## src/rtl/blake2s_pkg.sv

```systemverilog
// blake2s_pkg: constants, message schedule and FSM states shared by the BLAKE2s compression core
package blake2s_pkg;
  localparam logic [0:7][31:0] IV = {
    32'h6a09e667, 32'hbb67ae85, 32'h3c6ef372, 32'ha54ff53a,
    32'h510e527f, 32'h9b05688c, 32'h1f83d9ab, 32'h5be0cd19
  };
  // each row packs 16 message-word indices, element k at bits [63-4k -: 4]
  localparam logic [0:9][63:0] SIGMA = {
    64'h0123456789abcdef, 64'hea489fd61c02b753, 64'hb8c052fdae367194,
    64'h7931dcbe265a40f8, 64'h905724afe1bc683d, 64'h2c6a0b834d75fe19,
    64'hc51fed4a0763928b, 64'hdb7ec13950f4862a, 64'h6fe9b308c2d714a5,
    64'ha2847615fb9e3cd0
  };
  localparam int R1 = 16;
  localparam int R2 = 12;
  localparam int R3 = 8;
  localparam int R4 = 7;
  typedef enum logic [1:0] {IDLE, ROUND, FINAL} state_t;
  function automatic logic [31:0] ror(input logic [31:0] x, input int n);
    return (x >> n) | (x << (32 - n));
  endfunction
endpackage

```

## src/rtl/blake2s_g.sv

```systemverilog
// blake2s_g: combinational BLAKE2s G mixing function on four state words and two message words
module blake2s_g
  import blake2s_pkg::*;
(
  input  logic [31:0] a,
  input  logic [31:0] b,
  input  logic [31:0] c,
  input  logic [31:0] d,
  input  logic [31:0] x,
  input  logic [31:0] y,
  output logic [31:0] a_new,
  output logic [31:0] b_new,
  output logic [31:0] c_new,
  output logic [31:0] d_new
);
  logic [31:0] a1, b1, c1, d1;
  always_comb begin
    a1 = a + b + x;
    d1 = ror(d ^ a1, R1);
    c1 = c + d1;
    b1 = ror(b ^ c1, R2);
    a_new = a1 + b1 + y;
    d_new = ror(d1 ^ a_new, R3);
    c_new = c1 + d_new;
    b_new = ror(b1 ^ c_new, R4);
  end
endmodule

```

## src/rtl/blake2s_comp.sv

```systemverilog
// blake2s_comp: iterative BLAKE2s compression, one G per cycle, with a one-entry pending block slot
module blake2s_comp
  import blake2s_pkg::*;
#(
  parameter int W = 32,
  parameter int ROUNDS = 10,
  parameter int OUTLEN = 32
) (
  input  logic            clk,
  input  logic            rst,
  input  logic            start,
  input  logic            msg_strobe,
  input  logic [16*W-1:0] m_in,
  input  logic [2*W-1:0]  t_in,
  input  logic            f_in,
  output logic [8*W-1:0]  h_out,
  output logic            h_rdy,
  output logic            busy,
  output logic            overrun
);
  localparam int RW = ROUNDS > 1 ? $clog2(ROUNDS) : 1;
  localparam logic [W-1:0] H0 = IV[0] ^ 32'h01010000 ^ W'(OUTLEN);
  state_t state;
  logic cap, pend_v, pend_f, f_cur, src_f;
  logic [16*W-1:0] pend_m, m_blk, src_m;
  logic [2*W-1:0] pend_t, src_t;
  logic [W-1:0] h [8];
  logic [W-1:0] v [16];
  logic [W-1:0] v_init [16];
  logic [2:0] g;
  logic [RW-1:0] r;
  logic [3:0] ia, ib, ic, id, sx, sy, rm;
  logic [63:0] row;
  logic [W-1:0] a_new, b_new, c_new, d_new;
  assign src_m = pend_v ? pend_m : m_in;
  assign src_t = pend_v ? pend_t : t_in;
  assign src_f = pend_v ? pend_f : f_in;
  assign busy = state != IDLE || pend_v;
  always_comb begin
    for (int i = 0; i < 8; i++) begin
      v_init[i] = h[i];
      v_init[i+8] = IV[i];
      h_out[W*i +: W] = h[i];
    end
    v_init[12] = IV[4] ^ src_t[2*W-1:W];
    v_init[13] = IV[5] ^ src_t[W-1:0];
    v_init[14] = IV[6] ^ {W{src_f}};
  end
  // g[1:0] picks the column; g[2] shifts rows b/c/d by 1/2/3 for the diagonals
  assign ia = {2'b00, g[1:0]};
  assign ib = {2'b01, g[1:0] + {1'b0, g[2]}};
  assign ic = {2'b10, g[1:0] + {g[2], 1'b0}};
  assign id = {2'b11, g[1:0] + {g[2], g[2]}};
  assign rm = 4'(r % 10);
  assign row = SIGMA[rm];
  assign sx = row[63 - 8*g -: 4];
  assign sy = row[59 - 8*g -: 4];
  blake2s_g u_g (
    .a(v[ia]), .b(v[ib]), .c(v[ic]), .d(v[id]),
    .x(m_blk[W*sx +: W]), .y(m_blk[W*sy +: W]),
    .a_new(a_new), .b_new(b_new), .c_new(c_new), .d_new(d_new)
  );
  always_ff @(posedge clk) begin
    cap <= msg_strobe && !start && !rst;
    if (rst || start) begin
      for (int i = 0; i < 8; i++) h[i] <= i == 0 ? H0 : IV[i];
      state <= IDLE;
      pend_v <= 1'b0;
      overrun <= 1'b0;
      h_rdy <= 1'b0;
      g <= '0;
      r <= '0;
    end else begin
      h_rdy <= 1'b0;
      if (state == IDLE && pend_v) pend_v <= 1'b0;
      // a capture refills the slot even in the cycle the slot is being consumed
      if (cap && (state != IDLE || pend_v)) begin
        if (state != IDLE && pend_v) overrun <= 1'b1;
        else begin
          pend_v <= 1'b1;
          pend_m <= m_in;
          pend_t <= t_in;
          pend_f <= f_in;
        end
      end
      case (state)
        IDLE: if (cap || pend_v) begin
          for (int i = 0; i < 16; i++) v[i] <= v_init[i];
          m_blk <= src_m;
          f_cur <= src_f;
          g <= '0;
          r <= '0;
          state <= ROUND;
        end
        ROUND: begin
          v[ia] <= a_new;
          v[ib] <= b_new;
          v[ic] <= c_new;
          v[id] <= d_new;
          g <= g + 3'd1;
          if (g == 3'd7) begin
            r <= r + 1'b1;
            if (r == RW'(ROUNDS - 1)) state <= FINAL;
          end
        end
        FINAL: begin
          for (int i = 0; i < 8; i++) h[i] <= h[i] ^ v[i] ^ v[i+8];
          h_rdy <= f_cur;
          state <= IDLE;
        end
        default: state <= IDLE;
      endcase
    end
  end
endmodule

```

## config.mk

```make
export PLATFORM = sky130hd
export DESIGN_NAME = blake2s_comp
export DESIGN_NICKNAME = d
export VERILOG_FILES = /design/src/rtl/blake2s_pkg.sv /design/src/rtl/blake2s_g.sv /design/src/rtl/blake2s_comp.sv
export SDC_FILE = /design/constraint.sdc
export NUM_CORES = 2
export LEC_CHECK = 0
export BUFFER_PORTS_ARGS = -buffer_cell sky130_fd_sc_hd__buf_2
export CAP_MARGIN = 20
export CORE_ASPECT_RATIO = 0.7
export CORE_MARGIN = 8
export CORE_UTILIZATION = 38
export CTS_BUF_LIST = sky130_fd_sc_hd__clkbuf_16
export CTS_CLUSTER_SIZE = 20
export DETAILED_ROUTE_END_ITERATION = 6
export PLACE_DENSITY = 0.54
export SLEW_MARGIN = 20
export SYNTH_ARGS = -nofsm -noshare
export SYNTH_HDL_FRONTEND = slang
export SYNTH_SLANG_ARGS = --single-unit
export TNS_END_PERCENT = 20
```

## constraint.sdc

```tcl
create_clock -name clk -period 18.6 [get_ports clk]
set_input_delay 0.93 -clock clk [delete_from_list [all_inputs] [get_ports clk]]
set_output_delay 0.93 -clock clk [all_outputs]
set_load 0.01 [all_outputs]
```

==> flow_summary.ini <==
[route]
detail-route-antenna-nets = 0
first_iter_violations = 9727
totalWireLength_um = 420300
drcViolationCount = 0
detail_route.wl_per_cell_um = 35.80
drt_first_pass_iters = 5
avgViaCountPerCell = 5.936
total_number_of_vias = 69690

[synth]
yosysTopAreaCellShare_pct = 57.74
synth-edff-count = 1858
synth.cell_area_mm2 = 0.09663
synth_sequential_area_ratio_pct = 58.05
synth-main-ff-cell = sky130_fd_sc_hd__edfxtp_1
synthesis_warnings = 0
netlist_instances = 7181
ffs_w_async_s_r_synth_pct = 0
netlist_top_cells_area = sky130_fd_sc_hd__edfxtp_1 (58%), sky130_fd_sc_hd__mux2_2 (7.8%), sky130_fd_sc_hd__mux4_2 (5.9%), sky130_fd_sc_hd__nand2_1 (4.0%), sky130_fd_sc_hd__xnor2_1 (3.5%)
netlist.top_cell.by_area = sky130_fd_sc_hd__edfxtp_1
yosys.cell_types.count = 99
ys_ff_latch = 1873
synth_area_per_cell_um2 = 13.46
synth_fp_nets = 7964

[sta]
final-hold-violation-count = 0
drv_slew = 0
final.period_utilization_pct = 96.57
clock_skew_ns = 0.07123
post-route-worst-setup-slack_ns = 0.6376
worst_pin_slew_ns = 1.293
finalSetupTns_ns = 0
relative_max_transition_margin_pct = 13.26
max_clock_freq_mhz = 55.67
post-route-min-period_ns = 17.96
setup-violations-final = 0

[worst_setup_path]
rr_startpoint = r[0]$_SDFFE_PP0P_
critical_path.slowest_cell = sky130_fd_sc_hd__a2111oi_1
critPathCaptureType = flip-flop
worst_setup_path_startpoint = r[0]$_SDFFE_PP0P_
cp-start-kind = flip-flop
critical_path_arrival_ns = 18.54
crit_path_max_incr_delay_ns = 0.70
critical_path.max_fanout = 22
worst-setup-path-type = flip-flop to flip-flop
critPathRequiredTime_ns = 19.18

[run]
maxCapViolations = 0

[place]
place.gp.congestion = 1.030
preCtsSetupSlack_ns = 0.003277
post_detail_place_hpwl_um = 320300
numPortBuffers = 839

[clock_tree]
cts_made_buffers = 199
cts.path.max_buffers = 4
worst_skew_pair.late_latency_ns = 0.88
clkSlewWorstSetupHoldPaths_ns = 0.07
tritoncts = built
cts-hold-fix-buffers = 0
htree_levels = 4
cts_num_sinks = 1873
cts.root.buffer_cell = sky130_fd_sc_hd__clkbuf_16

[global_route]
track_usage_pct = 29.82
grt_overflow_total = 0
initial_antenna_violation_count = 125
via_count_of_the_first_global_routing_pass = 64930
grt_max_degree = 177
grt_pass1_wl_um = 561800

[power]
ir_drop_mv = 0.2449
p_leak_uw = 0.03921
powerDensity_mw_per_mm2 = 169.9

[die]
die_w_um = 618.7
start_util_pct = 38.06
num_io_pins = 840
die-height_um = 437.9
design.die.area_mm2 = 0.2709
std_cell_rows = 155
placeableCoreArea_mm2 = 0.2539

[min_path]
timing.hold.worst.start = m_in[288]
min-delay-path-class = input pin to flip-flop

[status]
result_of_the_run = finished, final reports clean

[cells_and_area]
num-nets-final = 8943
layout-drive-gt1-share_pct = 30.07
layout-area-overhead-vs-synth_pct = 17.31
[report_power, final]
part / leakage (uW) / switching [uW] / internal (uW)
Clock: 0.00331 / 1750 / 2320
Combinational: 0.0193 / 7360 / 3110
Sequential: 0.0166 / 40.8 / 4680
[registers in the layout (all words and copies together), names as in the netlist, 2 cells and up, named ones only]
signal,count
r,4
pend_m,512
v,512
m_blk,512
pend_t,64
h,256
g,3
state,2
[through the flow]
step	utilization, %	instance area, um^2	hold WS, ns	total power (uW)	std cells
floorplan	-	96630	0.4203	8626	7181
global placement	41.94	106500	0.4347	14450	11320
detailed placement	41.95	106500	0.4336	14450	11320
CTS	44.49	112900	0.1664	18530	11670
global route	44.63	113300	0.1956	19440	11720
finish	44.65	113400	0.2287	19260	11740
[worst max-delay path, delay by kind of cell (launching register included)]
family	cells	cell delay, ns
flip-flops	1	0.33
AND/OR/NAND/NOR	12	2.19
multiplexers	1	0.11
AO/OA/AOI/OAI	29	7.84
buffers and inverters	10	1.97
adder cells (fa/ha/maj)	8	3.09
XOR/XNOR	8	2.07
[final cells by class]
class / count / area [um^2]
Antenna cell: 51 / 127.6
Clock buffer: 203 / 5080
Clock inverter: 153 / 1353
Fill cell: 23000 / 140500
Inverter: 117 / 446.7
Multi-Input combinational cell: 4787 / 39040
Sequential cell: 1873 / 56100
Tap cell: 3375 / 4223
Timing Repair Buffer: 1182 / 6985
[cells by family (layout without fill, tap and decap cells)]
logic type / after synthesis / count (layout) / share of synthesized area (%)
buffers and inverters: 521 / 1655 / 2.069
AND/OR/NAND/NOR: 1758 / 1758 / 7.774
other: 0 / 51 / 0
XOR/XNOR: 773 / 773 / 7.351
adder cells (fa/ha/maj): 206 / 206 / 3.172
AO/OA/AOI/OAI: 1071 / 1071 / 7.299
flip-flops: 1873 / 1873 / 58.05
multiplexers: 979 / 979 / 14.28
[what timing repair did]
item	in CTS	in global routing
setup buffers	0	16
gates resized for setup	2	23
pin swaps	0	3
endpoints found under the setup margin	8	121
[layer usage]
metal	part of all wire [%]	global-route usage (%)	vias up
met3	11	8.298	648
met5	0.016	0	-
met1	44	44.52	36050
met4	4.3	11.53	10
li1	-	-	28910
met2	40	40.68	4071
[worst paths after layout]
path                                end  slack, ns  depth (start not counted)
setup / recovery     v[5][21]$_DFFE_PP_       0.64                         68
hold / removal    pend_m[288]$_DFFE_PP_       0.23                          1
setup reg to reg     v[5][21]$_DFFE_PP_       0.64                         68
hold reg to reg        h_rdy$_SDFF_PN0_       0.46                          1
[Yosys cell counts, types with 16 or more instances]
library cell	number
sky130_fd_sc_hd__nor2b_1	22
sky130_fd_sc_hd__o21ai_0	275
sky130_fd_sc_hd__o21bai_1	19
sky130_fd_sc_hd__a21o_1	56
sky130_fd_sc_hd__o211ai_1	90
sky130_fd_sc_hd__clkbuf_1	326
sky130_fd_sc_hd__ha_1	136
sky130_fd_sc_hd__xor2_1	359
sky130_fd_sc_hd__nand3_1	121
sky130_fd_sc_hd__and2_1	112
sky130_fd_sc_hd__mux2i_1	56
sky130_fd_sc_hd__nor2_1	309
sky130_fd_sc_hd__a311oi_1	36
sky130_fd_sc_hd__xnor2_1	388
sky130_fd_sc_hd__edfxtp_1	1858
sky130_fd_sc_hd__and3_1	24
sky130_fd_sc_hd__a31oi_1	102
sky130_fd_sc_hd__mux4_2	253
sky130_fd_sc_hd__buf_1	60
sky130_fd_sc_hd__nand2_1	1029
sky130_fd_sc_hd__inv_1	116
sky130_fd_sc_hd__nand2b_1	26
sky130_fd_sc_hd__nor3_1	38
sky130_fd_sc_hd__fa_1	66
sky130_fd_sc_hd__a211oi_1	164
sky130_fd_sc_hd__xnor3_1	16
sky130_fd_sc_hd__mux2_2	670
sky130_fd_sc_hd__a21oi_1	188
[cell usage in the layout (no fill, tap or decap), types with 112 or more instances in the layout]
| cell | instances |
|---|---|
| sky130_fd_sc_hd__and2_1 | 112 |
| sky130_fd_sc_hd__a211oi_1 | 152 |
| sky130_fd_sc_hd__buf_4 | 326 |
| sky130_fd_sc_hd__inv_1 | 158 |
| sky130_fd_sc_hd__edfxtp_1 | 1858 |
| sky130_fd_sc_hd__ha_1 | 135 |
| sky130_fd_sc_hd__nor2_1 | 300 |
| sky130_fd_sc_hd__mux2_2 | 669 |
| sky130_fd_sc_hd__xor2_1 | 354 |
| sky130_fd_sc_hd__xnor2_1 | 378 |
| sky130_fd_sc_hd__nand3_1 | 121 |
| sky130_fd_sc_hd__buf_2 | 839 |
| sky130_fd_sc_hd__clkbuf_16 | 203 |
| sky130_fd_sc_hd__a21oi_1 | 184 |
| sky130_fd_sc_hd__o21ai_0 | 273 |
| sky130_fd_sc_hd__nand2_1 | 1019 |
| sky130_fd_sc_hd__mux4_2 | 253 |
Note: power is estimated with default switching activity, not from simulation.
